--- src/rtl/alu_op_sequencer.sv ---
// alu_op_sequencer
// Command-side initiator for the 8-bit ALU pipeline. It accepts register-based
// ALU commands over a valid/ready handshake and reads operands from a small
// internal register file. It drives the ALU inputs, waits ALU_LATENCY cycles,
// then writes the result back and latches the returned flags.
//
// Optional feature macro: ALU_CMP_NOWB_EN
//   defined   : compare opcodes 5'b00110..5'b01011 update flags only (no rd write)
//   undefined : every opcode, compares included, writes its result to rd
//
// Ports:
//   clk, rst                  clock (rising edge), synchronous active-high reset
//   cmd_valid / cmd_ready     command handshake
//   cmd_op, cmd_rd, cmd_rs1,
//   cmd_rs2, cmd_use_carry    command fields
//   ld_en, ld_addr, ld_data   direct register load (honoured in IDLE only)
//   rd_addr / rd_data         combinational debug read port
//   alu_a, alu_b,
//   alu_carry_in, alu_ctrl    registered ALU inputs, held from ISSUE through WB
//   alu_result, alu_flag_*    ALU result and flags, sampled in WB
//   done                      one-cycle pulse in the writeback cycle
//   flags                     stored {C,Z,V,N}
module alu_op_sequencer #(
  parameter int NREGS       = 4,
  parameter int REG_AW      = 2,
  parameter int ALU_LATENCY = 1
) (
  input  logic              clk,
  input  logic              rst,
  input  logic              cmd_valid,
  output logic              cmd_ready,
  input  logic [4:0]        cmd_op,
  input  logic [REG_AW-1:0] cmd_rd,
  input  logic [REG_AW-1:0] cmd_rs1,
  input  logic [REG_AW-1:0] cmd_rs2,
  input  logic              cmd_use_carry,
  input  logic              ld_en,
  input  logic [REG_AW-1:0] ld_addr,
  input  logic [7:0]        ld_data,
  input  logic [REG_AW-1:0] rd_addr,
  output logic [7:0]        rd_data,
  output logic [7:0]        alu_a,
  output logic [7:0]        alu_b,
  output logic              alu_carry_in,
  output logic [4:0]        alu_ctrl,
  input  logic [7:0]        alu_result,
  input  logic              alu_flag_carry,
  input  logic              alu_flag_zero,
  input  logic              alu_flag_overflow,
  input  logic              alu_flag_negative,
  output logic              done,
  output logic [3:0]        flags
);

  typedef enum logic [1:0] {
    S_IDLE  = 2'd0,
    S_ISSUE = 2'd1,
    S_WAIT  = 2'd2,
    S_WB    = 2'd3
  } state_e;

  // Number of WAIT cycles between ISSUE and WB.
  localparam logic [2:0] LAT_M1 = 3'(ALU_LATENCY - 1);

  state_e              state_q, state_d;
  logic [2:0]          cnt_q, cnt_d;
  logic [REG_AW-1:0]   rd_q, rd_d;
  logic [7:0]          regs_q [NREGS];
  logic [7:0]          regs_d [NREGS];
  logic [3:0]          flags_q, flags_d;
  logic [7:0]          alu_a_q, alu_a_d;
  logic [7:0]          alu_b_q, alu_b_d;
  logic                alu_carry_in_q, alu_carry_in_d;
  logic [4:0]          alu_ctrl_q, alu_ctrl_d;
  logic                wb_write_s;

  // Compare opcodes occupy the contiguous range 00110..01011.
  function automatic logic is_cmp_op(input logic [4:0] op);
    return (op >= 5'b00110) && (op <= 5'b01011);
  endfunction

  // Decide whether the WB cycle writes the destination register.
`ifdef ALU_CMP_NOWB_EN
  assign wb_write_s = ~is_cmp_op(alu_ctrl_q);
`else
  assign wb_write_s = 1'b1;
`endif

  assign cmd_ready    = (state_q == S_IDLE);
  assign done         = (state_q == S_WB);
  assign flags        = flags_q;
  assign alu_a        = alu_a_q;
  assign alu_b        = alu_b_q;
  assign alu_carry_in = alu_carry_in_q;
  assign alu_ctrl     = alu_ctrl_q;
  assign rd_data      = regs_q[rd_addr];

  // Next-state, register-file and ALU-input computation.
  always_comb begin
    state_d        = state_q;
    cnt_d          = cnt_q;
    rd_d           = rd_q;
    regs_d         = regs_q;
    flags_d        = flags_q;
    alu_a_d        = alu_a_q;
    alu_b_d        = alu_b_q;
    alu_carry_in_d = alu_carry_in_q;
    alu_ctrl_d     = alu_ctrl_q;

    case (state_q)
      S_IDLE: begin
        if (ld_en) begin
          regs_d[ld_addr] = ld_data;
        end else begin
          regs_d[ld_addr] = regs_q[ld_addr];
        end
        if (cmd_valid) begin
          // Operands come from regs_d so a same-cycle load is seen first;
          // registering them here makes them valid throughout ISSUE.
          rd_d           = cmd_rd;
          alu_ctrl_d     = cmd_op;
          alu_a_d        = regs_d[cmd_rs1];
          alu_b_d        = regs_d[cmd_rs2];
          alu_carry_in_d = cmd_use_carry & flags_q[3];
          state_d        = S_ISSUE;
        end else begin
          state_d        = S_IDLE;
        end
      end
      S_ISSUE: begin
        if (LAT_M1 == 3'd0) begin
          state_d = S_WB;
        end else begin
          cnt_d   = LAT_M1;
          state_d = S_WAIT;
        end
      end
      S_WAIT: begin
        cnt_d = cnt_q - 3'd1;
        if (cnt_d == 3'd0) begin
          state_d = S_WB;
        end else begin
          state_d = S_WAIT;
        end
      end
      S_WB: begin
        if (wb_write_s) begin
          regs_d[rd_q] = alu_result;
        end else begin
          regs_d[rd_q] = regs_q[rd_q];
        end
        flags_d = {alu_flag_carry, alu_flag_zero, alu_flag_overflow, alu_flag_negative};
        state_d = S_IDLE;
      end
      default: begin
        state_d = S_IDLE;
      end
    endcase
  end

  // State and datapath registers with synchronous reset.
  always_ff @(posedge clk) begin
    if (rst) begin
      state_q        <= S_IDLE;
      cnt_q          <= 3'd0;
      rd_q           <= '0;
      flags_q        <= 4'd0;
      alu_a_q        <= 8'd0;
      alu_b_q        <= 8'd0;
      alu_carry_in_q <= 1'b0;
      alu_ctrl_q     <= 5'd0;
      for (int i = 0; i < NREGS; i++) begin
        regs_q[i] <= 8'd0;
      end
    end else begin
      state_q        <= state_d;
      cnt_q          <= cnt_d;
      rd_q           <= rd_d;
      flags_q        <= flags_d;
      alu_a_q        <= alu_a_d;
      alu_b_q        <= alu_b_d;
      alu_carry_in_q <= alu_carry_in_d;
      alu_ctrl_q     <= alu_ctrl_d;
      regs_q         <= regs_d;
    end
  end

endmodule

--- config.mk ---
export PLATFORM = sky130hd
export DESIGN_NAME = alu_op_sequencer
export DESIGN_NICKNAME = d
export VERILOG_FILES = /design/src/rtl/alu_op_sequencer.sv
export SDC_FILE = /design/constraint.sdc
export NUM_CORES = 1
export LEC_CHECK = 0
export CAP_MARGIN = 20
export CELL_PAD_IN_SITES_DETAIL_PLACEMENT = 1
export CELL_PAD_IN_SITES_GLOBAL_PLACEMENT = 2
export CORE_ASPECT_RATIO = 2
export CORE_MARGIN = 2
export CORE_UTILIZATION = 31
export DETAILED_ROUTE_END_ITERATION = 16
export PLACE_DENSITY_LB_ADDON = 0.1
export SYNTH_ARGS = -nofsm -noshare
export SYNTH_HDL_FRONTEND = slang
export SYNTH_SLANG_ARGS = --single-unit
--- constraint.sdc ---
create_clock -name clk -period 2.05 [get_ports clk]
set_input_delay 0.3075 -clock clk [delete_from_list [all_inputs] [get_ports clk]]
set_output_delay 0.3075 -clock clk [all_outputs]
set_load 0.01 [all_outputs]
==> out/results.ini <==
[power_and_ir_drop]
p_switching_mw = 1.03
comb_power_share_pct = 19.2
switching_share_pct = 28.9
powerDensity_mw_per_mm2 = 685
power_leakage_nw = 1.91
p_int_mw = 2.53
ir_drop_mv = 0.421
seq_power_share_pct = 38.8
pwr-share-clk_pct = 42.1

[detailed_routing]
firstDrtPassIters = 4
avgRoutedWirePerCell_um = 22.1
viasPerCell = 5.65
routed_wl_um = 15000
vias = 3833
drcViolationCount = 0
met1_length_um = 5100
met3_wirelength_um = 417
maxUsedRoutingLayer = met4
drt_iter0_drc = 222
route.met2.wl_um = 8560
ant_nets = 0

[critical_path]
path_depth = 4
cpPeakStageDelay_ns = 0.50
crit_buf_inv = 3
critPathTopFamily = buffers and inverters
path_class = in2out
cp-end-kind = output pin
start_kind = primary input
path_max_fanout = 8
ff2ff_path_depth = 5
critPathSlowestCell = clkdlybuf4s50_1
critical_path_arrival_ns = 1.70
crit_chain = clkdlybuf4s50_1, buf_12, mux4_2, clkdlybuf4s15_1
crit_required_ns = 1.74

[floorplan]
dieWidth_um = 81.3
core_mm2 = 0.0117
die-area_mm2 = 0.0129
start_util_pct = 31.6
die_y_um = 159
num_rows = 56
pin_count = 76

[cts]
cts_made_buffers = 9
ctsResizeCount = 17
holdBufCountCts = 0
cts_setup_buffers = 0
root_buffer = clkbuf_16
cts_sinks = 65
clock_path_buffers = 2
clkTransAtPathRegs_ns = 0.06
cts_tree = done
insertion_delay_ns = 0.33
htreeDepth = 3

[place]
hpwl_um = 11700
port_buffers = 75
routabilityCongestion = 0.836
dpl_cell_area_mm2 = 0.00494
place_ws_ns = -0.239

[timing]
timing.final.max_slew_violations = 0
rsz0062_at_grt = no
slew-limit-headroom_pct = 52.4
setup_viol = 0
worst_pin_slew_ns = 0.711
post-route-min-period_ns = 2.01
finClkSkew_ns = 0.00235
period_share_pct = 97.9
setup_slack_ns = 0.0440
finalHoldViolCount = 0
clock.fmax_mhz = 498

[global_routing]
gr-total-overflow = 0
grt_pass1_vias = 4035
grt_pass1_wl_um = 22800
grt.total_usage_pct = 24.6
grt_max_degree = 46
antenna_found_initial = 0

[synthesis]
ys_warn_count = 0
synth_flop_cell = dfxtp_1
synthArstFlopShare_pct = 0
syn_nets = 467
synth-edff-count = 0
synth_seq_cells = 65
synth.most_common_cell = dfxtp_1
synth.top_cells.by_area = dfxtp_1 (35%), mux2i_1 (8.4%), a22oi_1 (6.5%)
synth_common_cells = dfxtp_1 (65), nand2_1 (51), a21oi_1 (42), a22oi_1 (32), mux2i_1 (31)
synth_top_cell_by_area = dfxtp_1
synth_cell_types = 46
yosysSeqAreaShare_pct = 35.1
post-synth-top-area-fraction_pct = 35.1
syn-instance-count = 421
synth.cell_area_mm2 = 0.00370
synth_area_per_cell_um2 = 8.79

[hold_path]
whs_path_depth = 2
hp-class = in2reg

[status]
outcome = completed

[layout]
fill_cells = 1374
final_area_mm2 = 0.00520
drive_gt1_share_pct = 20.5
finalNetCount = 574
diodes = 0
area_delta_synth_final_pct = 40.5

[job]
drv_cap = 0

[cells in the final DEF (no fill, tap or decap), drive strengths merged, types with 3 or more instances in the layout]
master / synthesis / layout
and3b: 3 / 3
a221oi: 6 / 6
clkdlybuf4s50: 0 / 66
o311ai: 4 / 4
nor2: 24 / 24
nor3b: 4 / 4
a311oi: 9 / 9
clkinvlp: 0 / 3
o221ai: 4 / 4
mux4: 9 / 9
a22oi: 32 / 32
a31oi: 5 / 5
mux2i: 31 / 31
a21oi: 42 / 42
o21ai: 26 / 26
or2: 3 / 3
o21bai: 6 / 6
dfxtp: 65 / 65
xor2: 3 / 3
clkdlybuf4s15: 0 / 3
inv: 10 / 13
nor3: 3 / 3
o211ai: 9 / 9
buf: 8 / 59
nand2: 51 / 51
clkbuf: 29 / 15
mux2: 9 / 9
ha: 6 / 6
[metal layers]
| layer | up-vias | GRT usage [%] |
|---|---|---|
| met3 | 41 | 3.74 |
| li1 | 1784 | - |
| met5 | - | 0 |
| met2 | 118 | 45.8 |
| met4 | 0 | 15.7 |
| met1 | 1890 | 24.2 |
[metrics by stage]
stage	utilization, %	hold slack, ns	instances	total power [mW]	setup TNS [ns]
finish	44.5	0.413	678	3.56	0
floorplan	-	0.443	421	1.72	0
global route	44.5	0.442	678	3.73	0
detailed placement	42.2	0.457	662	2.10	-7.17
CTS	44.7	0.409	678	3.61	0
global placement	42.2	0.439	662	2.08	-5.99
[state kept, by name, indices dropped and copies added, names as in the netlist]
signal        cells
alu_a             8
alu_b             8
flags             4
state_q           2
regs_q           32
alu_ctrl          5
rd_q              2
cnt_q             3
alu_carry_in      1
[cells by family after synthesis]
logic type      synth area share [%]
xor+xnor                        1.59
flops                           35.1
buf+inv                         5.47
mux                             16.6
fa+ha+maj                       2.03
simple gates                    12.7
compound gates                  26.5
[power groups by stage]
stage / Clock [mW] / Combinational (mW) / Sequential, mW
2_1_floorplan: 0 / 0.319 / 1.40
3_3_place_gp: 0 / 0.675 / 1.41
3_5_place_dp: 0 / 0.690 / 1.41
4_1_cts: 1.54 / 0.692 / 1.38
5_1_grt: 1.60 / 0.741 / 1.39
6_report: 1.50 / 0.683 / 1.38
[final cells by class]
| type | instances | area (um2) | share of cell area [%] |
|---|---|---|---|
| multi-input cells | 309 | 2200 | 42.3 |
| clock inverters | 6 | 48.8 | 0.938 |
| inverters | 10 | 37.5 | 0.722 |
| clock buffers | 10 | 239 | 4.59 |
| flip-flops and latches | 65 | 1300 | 25.0 |
| repair buffers | 133 | 1190 | 22.9 |
| well taps | 145 | 181 | 3.49 |
[path summary, 6_finish.rpt]
| check | start | endpoint | slack, ns |
|---|---|---|---|
| setup / recovery | rd_addr[0] | rd_data[1] | 0.04 |
| hold / removal | rst | alu_ctrl[2]$_SDFFE_PP0P_ | 0.41 |
| setup reg to reg | state_q[0]$_SDFF_PP0_ | regs_q[20]$_SDFFE_PP0P_ | 0.23 |
| hold reg to reg | alu_ctrl[4]$_SDFFE_PP0P_ | alu_ctrl[4]$_SDFFE_PP0P_ | 0.46 |
Power figures use the tool's default switching activity.
==> patch: new RTL, same settings <==
Reset style: asynchronous (`rst`), changed in one clocked block. Comments in the files are not updated.
--- a/src/rtl/alu_op_sequencer.sv
+++ b/src/rtl/alu_op_sequencer.sv
@@ -161,3 +161,3 @@
   // State and datapath registers with synchronous reset.
-  always_ff @(posedge clk) begin
+  always_ff @(posedge clk or posedge rst) begin
     if (rst) begin
Check against the original RTL: differs if rst is asserted again (counterexample within 4 cycles, from zero or initial values and one cycle with rst high); with rst held inactive, the same outputs for 4 cycles.
==> patch against the original RTL <==
- wire length fell by 3.8%
- maximum frequency rose by 4.2%
- critical path type is now register to register
- area after synthesis rose by 5.8%
- critical path depth rose by 3
- worst setup slack improved by 81 ps
- critical endpoint is now alu_a[1]
- final area rose by 5.2%
- sequential cell count did not move
Power is not compared: it rests on default switching activity, and its combinational part moved more than twofold at a synthesized area within 25%.
==> patch: results (changes against the original RTL) <==
status finished clean; met3 Use GR 3.65% (-0.092 points); Hold WS 347 ps (-66.0 ps); WL met1 4870 µm (-4.4%); mux cell area share after synthesis 13.2% (-3.4 points); CTS Root Cell clkbuf_16; met1 usage 21.9% (-2.3 points); clk_lat worst skew 350 ps (+20 ps); Netlist cell types 56 (+22%); relative slew slack 68.6% (+16 points); Max FO, Critical Path 7 (-1); DP Worst Slack -265 ps (-25.3 ps); Compound-Gate Fraction of Synth Area 21.1% (-5.4 points); H-Tree Level Count 3 (unchanged); Critical-path top delay cell dfrtp_1; adder-cell share of the synthesized area 1.60% (-0.43 points); DR WL met3 411 µm (-1.4%); via count 3,481 (-9.2%); share of layout cells above drive strength 1 19.6% (-0.82 points); HPWL after detailed placement 11,400 µm (-2.9%); xor/xnor share of the synthesized area 2.01% (+0.42 points); IO buf count 75 (unchanged); Non-Filler Instances 639 (-5.8%); final clock skew 11.4 ps (+9.00 ps); FFs w/ async S/R, synth 100% (+100 points); ranking of synthesized cells by area dfrtp_1, mux2i_1, a22o_1, nand2_1, a21o_1; routability cong. 0.885 (+5.8%); met2 Use GR 43.3% (-2.5 points); Placed Cells 623 (-5.9%); critical path arrival 2210 ps (+510 ps); first-pass GRT wire length 22,500 µm (-1.0%); total track usage 22.2% (-2.4 points); Final #Nets 529 (-7.8%); post-synthesis sequential area ratio 41.5% (+6.4 points); final setup margin 125 ps (+81.3 ps); average cell area after synthesis 10.4 µm² (+19%); Net Count, Synth 421 (-9.9%); Min-Delay Path Class input pin to async pin; critical path's largest stage delay 410 ps (-90 ps); largest net degree at the start of global routing 66 (+43%); reg2reg path depth 7 (+2); Clock Power Share 23.5%; max reg flops 32 (unchanged); post-detailed-route wirelength per cell 22.6 µm (+2.1%); reg2reg end alu_a[1]; Post-DP Area 0.00514 mm² (+4.1%); vias in the first global route 3,781 (-6.3%); Synth top cells by count dfrtp_1, nand2_1, mux2i_1, a21o_1, a22o_1; DRC violation total after the first TritonRoute iteration 136 (-39%); WL met2 8480 µm (-0.97%)
[patch: worst max path at each step]
stage	from	endpoint
floorplan	rst	alu_a[0]
global placement	rd_addr[0]	rd_data[7]
detailed placement	rd_addr[0]	rd_data[6]
CTS	state_q[1]	done
global route	state_q[0]	alu_a[1]
finish	state_q[0]	alu_a[1]
[patch: final cells by class]
type | count | area, µm²
clock buffers | 9 | 225
clock inverters | 7 | 101
fillers | 1391 | 7010
inverters | 5 | 18.8
multi-input cells | 281 | 2160
flip-flops and latches | 65 | 1630
well taps | 150 | 188
repair buffers | 122 | 1160
[patch: timing repair]
item / in CTS / in global routing
endpoints found under the setup margin: 10 / 3
pin swaps: 0 / 0
gates resized for setup: 16 / 2
hold buffers: 0 / 0
[patch: worst max-delay path, delay by kind of cell (launching register included)]
kind	cells	cell delay [ps]
AND/OR/NAND/NOR	2	530
flip-flops	1	410
buffers and inverters	2	370
AO/OA/AOI/OAI	2	330
adder cells (fa/ha/maj)	1	220
